**src/rtl/reg_dump.sv**
```systemverilog
`default_nettype none
// ============================================================================
// reg_dump : walks select_y over a code range, waits for y to settle, and
//            streams each captured word out over a valid/ready handshake.
// Revision  : 1.0
// ============================================================================
module reg_dump #(
  parameter int unsigned FIRST_SEL = 0,
  parameter int unsigned LAST_SEL  = 15,
  parameter int unsigned SETTLE    = 2
) (
  input  logic        clock,
  input  logic        reset,
  input  logic        dump_req,
  input  logic        abort,
  input  logic [15:0] y,
  output logic [3:0]  select_y,
  output logic [15:0] out_data,
  output logic [3:0]  out_idx,
  output logic        out_valid,
  input  logic        out_ready,
  output logic        busy,
  output logic        done
);

  localparam logic [3:0] c_FIRST_SEL   = 4'(FIRST_SEL);
  localparam logic [3:0] c_LAST_SEL    = 4'(LAST_SEL);
  localparam logic [3:0] c_SETTLE_LAST = 4'(SETTLE - 1);

  typedef enum logic [1:0] {
    S_IDLE   = 2'd0,
    S_SETTLE = 2'd1,
    S_SEND   = 2'd2,
    S_DONE   = 2'd3
  } state_e;

  state_e      state_q, state_d;
  logic [3:0]  sel_q, sel_d;
  logic [3:0]  cnt_q, cnt_d;
  logic [15:0] data_q, data_d;
  logic [3:0]  idx_q, idx_d;
  logic        valid_q, valid_d;

  always_ff @(posedge clock or negedge reset) begin
    if (!reset) begin
      state_q <= S_IDLE;
      sel_q   <= 4'd0;
      cnt_q   <= 4'd0;
      data_q  <= 16'd0;
      idx_q   <= 4'd0;
      valid_q <= 1'b0;
    end else begin
      state_q <= state_d;
      sel_q   <= sel_d;
      cnt_q   <= cnt_d;
      data_q  <= data_d;
      idx_q   <= idx_d;
      valid_q <= valid_d;
    end
  end

  always_comb begin
    state_d = state_q;
    sel_d   = sel_q;
    cnt_d   = cnt_q;
    data_d  = data_q;
    idx_d   = idx_q;
    valid_d = valid_q;
    case (state_q)
      S_IDLE: begin
        if (dump_req) begin
          sel_d   = c_FIRST_SEL;
          cnt_d   = 4'd0;
          state_d = S_SETTLE;
        end
      end
      S_SETTLE: begin
        if (abort) begin
          valid_d = 1'b0;
          state_d = S_IDLE;
        end else if (cnt_q == c_SETTLE_LAST) begin
          data_d  = y;
          idx_d   = sel_q;
          valid_d = 1'b1;
          state_d = S_SEND;
        end else begin
          cnt_d = cnt_q + 4'd1;
        end
      end
      S_SEND: begin
        // abort wins over a coincident handshake: the word is not delivered
        if (abort) begin
          valid_d = 1'b0;
          state_d = S_IDLE;
        end else if (out_ready) begin
          valid_d = 1'b0;
          if (sel_q == c_LAST_SEL) begin
            state_d = S_DONE;
          end else begin
            sel_d   = sel_q + 4'd1;
            cnt_d   = 4'd0;
            state_d = S_SETTLE;
          end
        end
      end
      S_DONE: begin
        state_d = S_IDLE;
      end
      default: begin
        state_d = S_IDLE;
      end
    endcase
  end

  assign select_y  = sel_q;
  assign out_data  = data_q;
  assign out_idx   = idx_q;
  assign out_valid = valid_q;
  assign busy      = (state_q != S_IDLE);
  assign done      = (state_q == S_DONE);

endmodule
`default_nettype wire

```
**config.mk**
```make
export PLATFORM = sky130hd
export DESIGN_NAME = reg_dump
export DESIGN_NICKNAME = d
export VERILOG_FILES = /design/src/rtl/reg_dump.sv
export SDC_FILE = /design/constraint.sdc
export NUM_CORES = 1
export LEC_CHECK = 0
export CORE_AREA = 4 4 59 61
export CTS_BUF_LIST = sky130_fd_sc_hd__clkbuf_2
export CTS_CLUSTER_DIAMETER = 150
export DETAILED_ROUTE_END_ITERATION = 8
export DIE_AREA = 0 0 63 65
export PLACE_DENSITY = 0.86
export REMOVE_ABC_BUFFERS = 1
export SLEW_MARGIN = 20
export SYNTH_ARGS = -nofsm -noshare
export SYNTH_HDL_FRONTEND = slang
export SYNTH_SLANG_ARGS = --single-unit
```
**constraint.sdc**
```tcl
create_clock -name clock -period 3 [get_ports clock]
set_input_delay 0.9 -clock clock [delete_from_list [all_inputs] [get_ports clock]]
set_output_delay 0.9 -clock clock [all_outputs]
set_load 0.005 [all_outputs]
```
Word level (Yosys, flattened, before mapping) --
Cells that the tools add are included.
Word-level totals: register bits after elaboration 31, logic and storage cells 55
Cells by class: eq/ne operators 13, reduce and logical (&&, ||, !) cells 10, add/sub/neg operators 2, bitwise operators 1, multiplexer cells 23
Operator list (number):
- 4-bit 2-to-1 mux | 9
- 2-bit 2-to-1 mux | 6
- 2-bit inequality test, second input constant | 6
- 4-bit case mux with 3 select lines | 1
- 3-bit AND reduction | 3
- 4-bit by 1-bit adder with 4-bit output, second input constant | 2
- 2-bit case mux with 4 select lines | 1
- 4-bit case mux with 2 select lines | 1
- 7-bit AND reduction | 1
- 3-bit inequality test, second input constant | 2
- 2-bit nonzero test | 3
- 5-bit AND reduction | 1
- 2-bit equality test, second input constant | 2
- 4-bit by 1-bit equality test with 1-bit output, second input constant | 1
- 4-bit equality test, second input constant | 1
- 1-bit 2-to-1 mux | 4
- 3-bit nonzero test | 1
- 2-bit by 1-bit equality test with 1-bit output, second input constant | 1
- 2-bit zero test | 1
- 1-bit case mux with 2 select lines | 1
- 1-bit NOT | 1

Logic depth before layout (Yosys ltp) --
word-level depth 5, depth in mapped cells 6, gate-level depth less buffers 6

Least setup slack after synthesis --
OpenSTA, ideal clock, no wires.
kind in2reg, start point in abort, end point reg cnt_q[0], setup time 118 ps, cell stages on the path 4, path buffers 0, path slack 1181 ps, arrival 1701 ps, required time 2882 ps, path through nor3b_4 nand2_1 a22o_1 a21o_1
Between the ends: longest elaborated chain between the ends 2, elaborated cells between the ends (all ways) 3, those cells by class eq/ne (2); reduce/logical (1)
Ends and longest elaborated chain:
- start: declaration | line 15 | input logic abort,
- 2-bit inequality test (no line)
- 7-bit AND reduction (no line) (*)
- end signal: assignment | line 55 | cnt_q <= cnt_d;
- end: declaration | line 39 | logic [3:0] cnt_q, cnt_d;
Every way passes the cells marked *; elsewhere a longest branch is shown, timed or not. A chain may end at the register's enable or synchronous reset.

Final worst setup path --
start point reg state_q[1], end point out busy
Between the ends: longest elaborated chain between the ends 1
Ends and longest elaborated chain:
- start: declaration | line 37 | state_e state_q, state_d;
- start signal: assignment | line 53 | state_q <= state_d;
- 2-bit nonzero test | line 119 | assign busy = (state_q != S_IDLE);
- end: declaration | line 22 | output logic busy,
Every way passes these cells.

==> summary.txt <==
Placement
  • Weighted congestion reported at the end of routability-driven placement: 0.7753
  • Post-placement worst setup slack: 490.0 ps
  • Total of buffers placed on input and output ports: 47
  • DP HPWL: 2.307 mm
  • Placed cell areas: 1973 um^2

Power
  • Power density of the placed cells: about 830 nW/um^2
  • Worst-case vdd ir drop: 0.3929 mV
  • Leak Pwr: between 0.9 and 1 nW

STA
  • Worst path setup slack after routing: between 400 and 500 ps
  • Max-slew violations: 0
  • Final cycle utilization of the critical path: 0.8556
  • Setup TNS Final: 0 ps
  • Max frequency: 0.3896 GHz
  • Final Critical Period: 2567 ps
  • Unrepaired setup endpoints after global routing: no
  • Max transition margin: 0.7104
  • Final worst hold slack: around 530 ps
  • Slew @ Worst Pin: about 430 ps
  • Hold violation count in the final report: 0
  • Post-route clock skew: 7.166 ps
  • # setup viols final: 0

Logic synthesis
  • Mean area per synthesized cell: 13.47 um^2
  • Area share of the largest cell type after synthesis: 0.5236
  • Post-synthesis instance area: 1481 um^2
  • Dominant combinational cell family by area after synthesis: multiplexers
  • Netlist cell types: 27
  • Area contributors post-synth: dfrtp_1, mux2_4, ha_1
  • Cell type with the largest total area after synthesis: dfrtp_1
  • Synth Flop Type: dfrtp_1
  • Most instantiated cells after synthesis: dfrtp_1, mux2_4, nand2_1
  • Number of enable flip-flop cells after synthesis: 0
  • Warning count from the yosys run: 0
  • Adder-Cell Fraction of Synth Area: 0.02534
  • Synth Register Bits: 31
  • Fraction of synthesized cell area in xor and xnor cells: 0
  • Share of synthesized area spent on multiplexers: 0.2162
  • Synthesized-area fraction occupied by and/or/nand/nor cells: 0.1115
  • Instance count of the mapped netlist: 110
  • Share of flip-flops with an asynchronous set or reset: 1.000
  • Share of synthesized area occupied by flip-flops and latches: 0.5236
  • Compound-cell area share of the yosys netlist: 0.09966
  • Most instantiated library cell after synthesis: dfrtp_1

Floorplan
  • Number of top-level pins: 48
  • Starting density of the core: 0.4975
  • Std-Cell Rows: 20
  • Die footprint: 4095 um^2
  • DIE WIDTH: 63 um
  • Die H: 65 um
  • Core area: roughly 3000 um^2

Global route
  • Number of antenna violations at the first check in global routing: 0
  • Routing usage on met1: 0.2038
  • Number of global-route vias before repair: around 1100
  • Total congestion overflow after global routing: 0
  • Global-route wire length before repair: 5.299 mm
  • GR met2 Demand/Resource: 0.2819
  • Global routing usage summed across all routing layers: 0.1690
  • Routing layer with the top usage in global route: met2
  • Maximum number of pins on one net before global-route repair: 32
  • Met3 Resource Use GR: 0.05719

Min path
  • End of the worst hold path: out_data[10]
  • Source of the worst hold timing path: out_data[10]
  • Cell depth of the worst min-delay path: 1
  • Hold WC Path Type: register to register

Cells and area
  • Area growth from synthesis to final layout: 37.50%
  • Share of layout cells above drive strength 1: 0.1963
  • Final layout net count: about 190
  • Finished Cell Area: 2037 um^2
  • Ant diodes: 0
  • Filler cells: 240
  • Sequential cell area: 775.7 um^2
  • Utilization of the core after routing: 0.6840
  • Multi-input logic area: 670.6 um^2

Worst setup path
  • Data arrival at the endpoint of the critical path: 1670 ps
  • Depth of the worst register-to-register path: 5
  • Library cell contributing the largest single delay on the critical path: dfrtp_1
  • Cell breakdown of the critical path: nor2_1 -> inv_1 -> clkdlybuf4s50_1
  • Peak fanout along the critical path: 12
  • Startpoint of the lowest-slack register-to-register path: cnt_q[1]
  • Crit end category: output port
  • Slowest Stage Delay on Critical Path: 540 ps
  • CP Data Required Time: approximately 2100 ps
  • Worst flop-to-flop path endpoint: out_data[12]
  • FF-to-FF setup slack: 1160 ps
  • Classification of the worst setup path: register to output port
  • Kind of start point of the critical path: register

Clocking
  • H-tree depth: 2
  • Clock tree from TritonCTS: done
  • Clk Latency, worst-skew pair: 370 ps
  • Setup bufs post-CTS: 0
  • Cts bufs inserted: 5
  • CTS-repair resized insts: 0
  • Clock Root Buffer: clkbuf_2
  • Number of buffers on the longest clock path: 2
  • Clock transition time at the flip-flop clock pins of the worst setup and hold paths: approximately 160 ps
  • Post-cts hold buffer count: 0
  • Clock sink count: 31

Detailed routing
  • Avg Vias per Cell: 5.439
  • DRC violation count after routing: 0
  • Drt first pass iters: 4
  • Total Wirelength: 3.135 mm
  • Initial DRC count: 40
  • Count of vias placed by the detailed router: approximately 1100
  • Post-route ant nets: 0
  • Routed length per placed instance: around 16 um

Run status
  • Result of the run: completed

Run
  • Max-capacitance violation count: 0
[kinds of logic (layout without fill, tap and decap cells)]
| kind of cell | after synthesis | after routing |
|---|---|---|
| flops | 31 | 31 |
| simple gates | 28 | 28 |
| mux | 22 | 22 |
| compound gates | 21 | 21 |
| buf+inv | 5 | 58 |
| fa+ha+maj | 3 | 3 |
[state kept, by name, indices dropped and copies added (netlist names)]
| name | cells |
|---|---|
| select_y | 4 |
| state_q | 2 |
| out_idx | 4 |
| out_data | 16 |
| cnt_q | 4 |
| out_valid | 1 |
[layer usage]
| layer | part of all wire | vias to the layer above | wire (um) |
|---|---|---|---|
| met3 | 0.072 | 8 | 225 |
| met1 | 0.44 | 505 | 1386 |
| li1 | - | 507 | - |
| met4 | 0.013 | 0 | 42 |
| met5 | 0 | - | 0 |
| met2 | 0.47 | 46 | 1480 |
[critical path: cells and delay by family (launching register included)]
kind | cells | cell delay, ps
flip-flops | 1 | 540
buffers and inverters | 2 | 500
AND/OR/NAND/NOR | 1 | 250
[report_power, final]
group / internal [mW] / switching, mW / leakage, nW
combinational: 0.504 / 0.229 / 0.526
sequential: 0.565 / 0.120 / 0.400
clock: 0.137 / 0.144 / 0.0404
total: 1.21 / 0.493 / 0.966
[area by class of cell]
cell class,count,share of cell area
tap,33,0.02027
clock inverter,3,0.01904
inverter,2,0.003686
clock buffer,5,0.01229
multi-input combinational,74,0.3292
sequential,31,0.3808
timing repair buffer,48,0.2346
[cells in the final DEF (no fill, tap or decap), types with 3 or more instances in the layout]
cell / synthesis / final
nor2_1: 3 / 3
ha_1: 3 / 3
mux2_4: 20 / 20
o2bb2ai_1: 4 / 4
o21ai_0: 4 / 4
clkdlybuf4s50_1: 0 / 47
a21oi_1: 6 / 6
a22o_1: 3 / 3
clkbuf_2: 0 / 5
nand2_1: 9 / 9
dfrtp_1: 31 / 31
nand3_1: 5 / 5
[how the worst max path moves through the flow]
| stage | endpoint | startpoint | slack (ps) |
|---|---|---|---|
| after floorplan | cnt_q[0] | abort | 1180 |
| final | busy | state_q[1] | 430 |
| after CTS | busy | state_q[1] | 420 |
| after detailed placement | out_data[12] | abort | 490 |
| after global placement | out_data[10] | abort | 550 |
| after global routing | busy | state_q[1] | 280 |
[through the flow]
step,power [mW],std cells
after floorplan,1.048,107
after global placement,1.398,188
after detailed placement,1.431,188
after CTS,1.715,196
after global routing,1.808,196
final,1.699,196
Power figures use the tool's default switching activity.
